===== src/rtl/orb_status_pkg.sv =====
// Shared constants and helpers for the orbtrace status/indicator engine.
// The ORB_STATUS_FAST_TICK_EN build uses FAST_TICK_DIV as the millisecond divider.
package orb_status_pkg;

  localparam int TICK_HZ       = 1000;
  localparam int FAST_TICK_DIV = 4;
  localparam int OVF_CNT_W     = 8;
  localparam int STRETCH_W     = 16;

  // Increment that sticks at all-ones instead of wrapping.
  function automatic logic [OVF_CNT_W-1:0] sat_inc(input logic [OVF_CNT_W-1:0] v);
    return (&v) ? v : v + 1'b1;
  endfunction

endpackage


===== src/rtl/orb_act_stretch.sv =====
// One activity channel: a load/decrement millisecond counter that keeps the
// LED lit for at least STRETCH_MS after the last active cycle.
module orb_act_stretch
  import orb_status_pkg::*;
#(
  parameter int STRETCH_MS = 20
) (
  input  logic clkOut,
  input  logic rst,
  input  logic act_i,
  input  logic tick_i,
  output logic led_o
);

  localparam logic [STRETCH_W-1:0] LOAD = STRETCH_W'(STRETCH_MS);

  logic [STRETCH_W-1:0] cnt_q, cnt_d;
  logic                 led_q, led_d;

  // A fresh event always reloads the full time, so a retrigger never dims the LED.
  always_comb begin
    cnt_d = cnt_q;
    if (act_i) begin
      cnt_d = LOAD;
    end else if (tick_i && (cnt_q != '0)) begin
      cnt_d = cnt_q - 1'b1;
    end
    led_d = (cnt_d != '0);
  end

  always_ff @(posedge clkOut) begin
    if (rst) begin
      cnt_q <= '0;
      led_q <= 1'b0;
    end else begin
      cnt_q <= cnt_d;
      led_q <= led_d;
    end
  end

  assign led_o = led_q;

endmodule


===== src/rtl/orb_status.sv =====
// Status LED engine: millisecond prescaler, stretched activity LEDs, sync-rate
// heartbeat and sticky overflow count. ORB_STATUS_FAST_TICK_EN forces a 4-cycle tick.
module orb_status
  import orb_status_pkg::*;
#(
  parameter int CLOCKFRQ     = 48_000_000,
  parameter int NUM_CH       = 4,
  parameter int STRETCH_MS   = 20,
  parameter int HEARTBEAT_MS = 1000
) (
  input  logic                 clkOut,
  input  logic                 rst,
  input  logic [NUM_CH-1:0]    act,
  input  logic                 sync,
  input  logic                 ovf,
  input  logic                 ovf_clr,
  output logic [NUM_CH-1:0]    led_act,
  output logic                 led_heartbeat,
  output logic                 led_sync,
  output logic                 led_ovf,
  output logic [OVF_CNT_W-1:0] ovf_count
);

`ifdef ORB_STATUS_FAST_TICK_EN
  localparam int TICK_DIV = FAST_TICK_DIV;
`else
  localparam int TICK_DIV = CLOCKFRQ / TICK_HZ;
`endif
  localparam int PRE_W = (TICK_DIV > 1) ? $clog2(TICK_DIV) : 1;
  localparam logic [PRE_W-1:0] PRE_LAST = PRE_W'(TICK_DIV - 1);
  localparam int HB_W = $clog2(HEARTBEAT_MS / 2 + 1);
  localparam logic [HB_W-1:0] HB_LAST_SYNC   = HB_W'(HEARTBEAT_MS / 2 - 1);
  localparam logic [HB_W-1:0] HB_LAST_NOSYNC = HB_W'(HEARTBEAT_MS / 8 - 1);

  logic [PRE_W-1:0]     pre_q, pre_d;
  logic                 tick;
  logic [HB_W-1:0]      hb_q, hb_d;
  logic                 hb_led_q, hb_led_d;
  logic                 sync_q;
  logic                 ovf_led_q, ovf_led_d;
  logic [OVF_CNT_W-1:0] ovf_cnt_q, ovf_cnt_d;
  logic [HB_W-1:0]      hb_last;

  assign tick    = (pre_q == PRE_LAST);
  assign hb_last = sync ? HB_LAST_SYNC : HB_LAST_NOSYNC;

  always_comb begin
    pre_d     = tick ? '0 : pre_q + 1'b1;
    hb_d      = hb_q;
    hb_led_d  = hb_led_q;
    ovf_led_d = ovf_led_q;
    ovf_cnt_d = ovf_cnt_q;

    // >= rather than == so a shrinking limit toggles on the next tick instead of wrapping.
    if (tick) begin
      if (hb_q >= hb_last) begin
        hb_d     = '0;
        hb_led_d = ~hb_led_q;
      end else begin
        hb_d = hb_q + 1'b1;
      end
    end

    // A coincident clear and event restarts the count at one so the event survives.
    if (ovf) begin
      ovf_led_d = 1'b1;
      ovf_cnt_d = ovf_clr ? OVF_CNT_W'(1) : sat_inc(ovf_cnt_q);
    end else if (ovf_clr) begin
      ovf_led_d = 1'b0;
      ovf_cnt_d = '0;
    end
  end

  always_ff @(posedge clkOut) begin
    if (rst) begin
      pre_q     <= '0;
      hb_q      <= '0;
      hb_led_q  <= 1'b0;
      sync_q    <= 1'b0;
      ovf_led_q <= 1'b0;
      ovf_cnt_q <= '0;
    end else begin
      pre_q     <= pre_d;
      hb_q      <= hb_d;
      hb_led_q  <= hb_led_d;
      sync_q    <= sync;
      ovf_led_q <= ovf_led_d;
      ovf_cnt_q <= ovf_cnt_d;
    end
  end

  for (genvar gi = 0; gi < NUM_CH; gi++) begin : g_ch
    orb_act_stretch #(
      .STRETCH_MS(STRETCH_MS)
    ) u_stretch (
      .clkOut(clkOut),
      .rst   (rst),
      .act_i (act[gi]),
      .tick_i(tick),
      .led_o (led_act[gi])
    );
  end

  assign led_heartbeat = hb_led_q;
  assign led_sync      = sync_q;
  assign led_ovf       = ovf_led_q;
  assign ovf_count     = ovf_cnt_q;

endmodule


===== config.mk =====
export PLATFORM = sky130hd
export DESIGN_NAME = orb_status
export DESIGN_NICKNAME = d
export VERILOG_FILES = /design/src/rtl/orb_status_pkg.sv /design/src/rtl/orb_act_stretch.sv /design/src/rtl/orb_status.sv
export SDC_FILE = /design/constraint.sdc
export NUM_CORES = 1
export LEC_CHECK = 0
export BUFFER_PORTS_ARGS = -buffer_cell sky130_fd_sc_hd__buf_2
export CAP_MARGIN = 10
export CORE_UTILIZATION = 55
export DETAILED_ROUTE_END_ITERATION = 12
export MAX_ROUTING_LAYER = met4
export PLACE_DENSITY = 0.69
export REMOVE_ABC_BUFFERS = 1
export SYNTH_ARGS = -nofsm -noshare
export SYNTH_HDL_FRONTEND = slang
export SYNTH_SLANG_ARGS = --single-unit

===== constraint.sdc =====
create_clock -name clkOut -period 2.8 [get_ports clkOut]
set_input_delay 0 -clock clkOut [delete_from_list [all_inputs] [get_ports clkOut]]
set_output_delay 0 -clock clkOut [all_outputs]
set_load 0.02 [all_outputs]

==> flow_summary.ini <==
[synthesis]
syn_area_mm2 = 0.00548
yosysTopAreaCell = dfxtp_1
synthAdderAreaFrac_pct = 3.88
synthArstFlopShare_pct = 0
synth_top_area_share_pct = 38.0
synth_compound_area_share_pct = 13.0
synth_top_family_by_area = simple AND/OR/NAND/NOR gates
synth-main-ff-cell = dfxtp_1
yosysMostFrequentCell = nor2_1
synth.mux.area_fraction_pct = 0.365
syn_avg_cell_area_um2 = 8.36
synth_cell_type_count = 64
yosys-top-cells-count = nor2_1 (116), dfxtp_1 (104), xnor2_1 (42)
yosysWarningCount = 0
synth_xor_area_share_pct = 11.8
syn_inst = 656
synth.area.top_cells = dfxtp_1 (38%), nor2_1 (7.9%), xnor2_1 (6.7%), xor2_1 (5.1%), ha_1 (3.9%)
ys_seq_elements = 104
synth-simple-area-share_pct = 28.9
synth_edf_count = 0
ys_seq_area_share_pct = 38.0

[final_layout]
final_core_util_pct = 62.5
layout-drive-gt1-share_pct = 11.8
num-nets-final = 717
fin_cells = 829
area_growth_pct = 10.9
diodes = 0

[critical_path]
crit_path_start_kind = register
r2r-end = g_ch[0].u_stretch.led_o$_SDFF_PP0_
r2r-start = pre_q[10]$_SDFF_PP0_
worst_setup_path_end_kind = register
required_ps = 3050
ff2ff_path_depth = 9
rrSetupSlack_ps = 170
crit_type = register to register
cp_max_fo = 6
cp.arrival_ps = 2880

[detailed_routing]
dr.max_layer_used = met4
avgViaCountPerCell = 5.73
drtAntennaViolNets = 0
wl_per_cell_um = 14.3
vias = 4747
wl_met2_um = 5530
drc_errors = 0
wl_um = 11900
m1WireLength_um = 5690
drtIter0Drc = 204
wl_met3_um = 451
firstDrtPassIters = 5

[cts]
cts.sinks = 104
numCtsBuffers = 9
h-tree-depth = 3
clockBufferDepth = 2
cts_root_buf = clkbuf_8
cts_tree = built
insertion_delay_ps = 380
clk_pin_slew_ps = 110

[pwr]
p_per_area_mw_per_mm2 = 431
p_clk_share_pct = 35.4
total_leakage_power_uw = 0.00222
seq_power_share_pct = 57.9
ir_worst_vdd_uv = 290
p_comb_share_pct = 6.7
power.share.switching_pct = 26.9
total_power_uw = 2620
p_switching_uw = 705
intPower_uw = 1910

[timing]
period_share_pct = 93.9
max_clock_freq_mhz = 380
relSlewSlack_pct = 51.2
finalSetupTns_ps = 0
slew_violations = 0
finalSetupViolations = 0
min_period_ps = 2630
rsz0062_at_grt = false
finClkSkew_ps = 13.4
whs_ps = 21.0
max_slew.worst_pin.slew_ps = 720
hold_viol_final = 0

[job]
max_cap_violations = 0

[floorplan]
io_pins = 24
core_area_mm2 = 0.00973
dieArea_mm2 = 0.0104
die_w_um = 102
die_height_um = 102
rows = 36
start_util_pct = 56.3

[global_route]
grt_pass1_wl_um = 20200
gr-total-overflow = 0
grt_pass1_vias = 4549
antenna_found_initial = 0
grtUsageTotal_pct = 25.1
grt_max_degree = 21

[placement]
dp_cells = 805
portBuffers = 23
gp_congestion = 0.909
dp_hpwl_um = 8520

[status]
status = finished clean

[worst_hold_path]
min_from = rst
min_to = g_ch[3].u_stretch.cnt_q[2]$_SDFF_PP0_
min_path_type = primary input to register
worst_hold_path.num_cells = 2
through the flow:
| step | setup WS [ps] | area [um^2] |
|---|---|---|
| 5_1_grt | 13.3 | 6080 |
| 2_1_floorplan | 43.4 | 5350 |
| 6_report | 171 | 6080 |
| 4_1_cts | 111 | 6070 |
| 3_3_place_gp | 254 | 5790 |
| 3_5_place_dp | 160 | 5790 |
worst max-delay path by stage:
stage,cells after the start,start,endpoint
after detailed placement,9,pre_q[10]$_SDFF_PP0_,g_ch[0].u_stretch.led_o$_SDFF_PP0_
after global placement,9,pre_q[10]$_SDFF_PP0_,g_ch[0].u_stretch.led_o$_SDFF_PP0_
after floorplan,7,pre_q[10]$_SDFF_PP0_,g_ch[2].u_stretch.led_o$_SDFF_PP0_
final,9,pre_q[10]$_SDFF_PP0_,g_ch[0].u_stretch.led_o$_SDFF_PP0_
after global routing,7,pre_q[10]$_SDFF_PP0_,g_ch[2].u_stretch.led_o$_SDFF_PP0_
after CTS,9,pre_q[10]$_SDFF_PP0_,g_ch[0].u_stretch.led_o$_SDFF_PP0_
state kept, by name, summed over array words and instances, names as in the netlist:
| register | flops |
|---|---|
| g_ch.u_stretch.cnt_q | 64 |
| led_heartbeat | 1 |
| led_ovf | 1 |
| hb_q | 9 |
| ovf_count | 8 |
| pre_q | 16 |
| led_sync | 1 |
| g_ch.u_stretch.led_o | 4 |
power by group through the flow:
| stage | Combinational (uW) | Sequential (uW) | Clock (uW) |
|---|---|---|---|
| final | 176 | 1520 | 926 |
| after global routing | 196 | 1520 | 1010 |
| after CTS | 175 | 1520 | 946 |
| after detailed placement | 165 | 1550 | 0 |
| after global placement | 163 | 1550 | 0 |
| after floorplan | 96.3 | 1560 | 0 |
kinds of logic after synthesis:
| kind of cell | Yosys count |
|---|---|
| and+or+nand+nor | 306 |
| muxes | 2 |
| buffers and inverters | 52 |
| xor gates and xnor gates | 74 |
| AOI/OAI and AO/OA | 101 |
| DFF | 104 |
| adders and majority gates | 17 |
per-layer routing:
| layer | vias to the layer above | GRT usage, % |
|---|---|---|
| li1 | 2412 | - |
| met1 | 2217 | 31.3 |
| met2 | 94 | 40.5 |
| met3 | 24 | 5.13 |
| met4 | 0 | 8.57 |
| met5 | - | - |
layout by cell type (no fill, tap or decap), types with 14 or more instances in the layout:
master | netlist | routed
xor2_1 | 32 | 32
ha_1 | 17 | 17
nand4_1 | 17 | 17
inv_1 | 23 | 23
nor2_1 | 116 | 116
buf_2 | 2 | 23
a211oi_1 | 14 | 14
nor4_1 | 20 | 20
or3_1 | 14 | 14
nand3_1 | 30 | 30
nand2_1 | 30 | 30
dfxtp_1 | 104 | 104
a21oi_1 | 23 | 23
nor3_1 | 24 | 24
buf_4 | 4 | 22
o21ai_0 | 19 | 19
xnor2_1 | 42 | 42
layout make-up:
type                    instances  area (um^2)
multi-input cells             500         3190
repair buffers                 53          360
inverters                      23         86.3
well taps                     133          166
fillers                       892         3650
clock buffers                   9          124
flip-flops and latches        104         2080
clock inverters                 7         70.1
worst max-delay path, stage by stage, from the launching register on:
cell      delay (ps)
dfxtp_1          350
or4b_4           540
buf_4            170
nor4_4           280
buf_4            210
o311ai_1         210
nor3_1           260
xnor2_1          180
and3_1           200
a41oi_2          100
repair_timing:
item,in CTS,in global routing
endpoints found under the hold margin,12,0
setup endpoints to repair,0,3
gates resized for setup,0,1
hold buffers,8,0
buffers inserted,0,0
(Power assumes the default switching activity.)
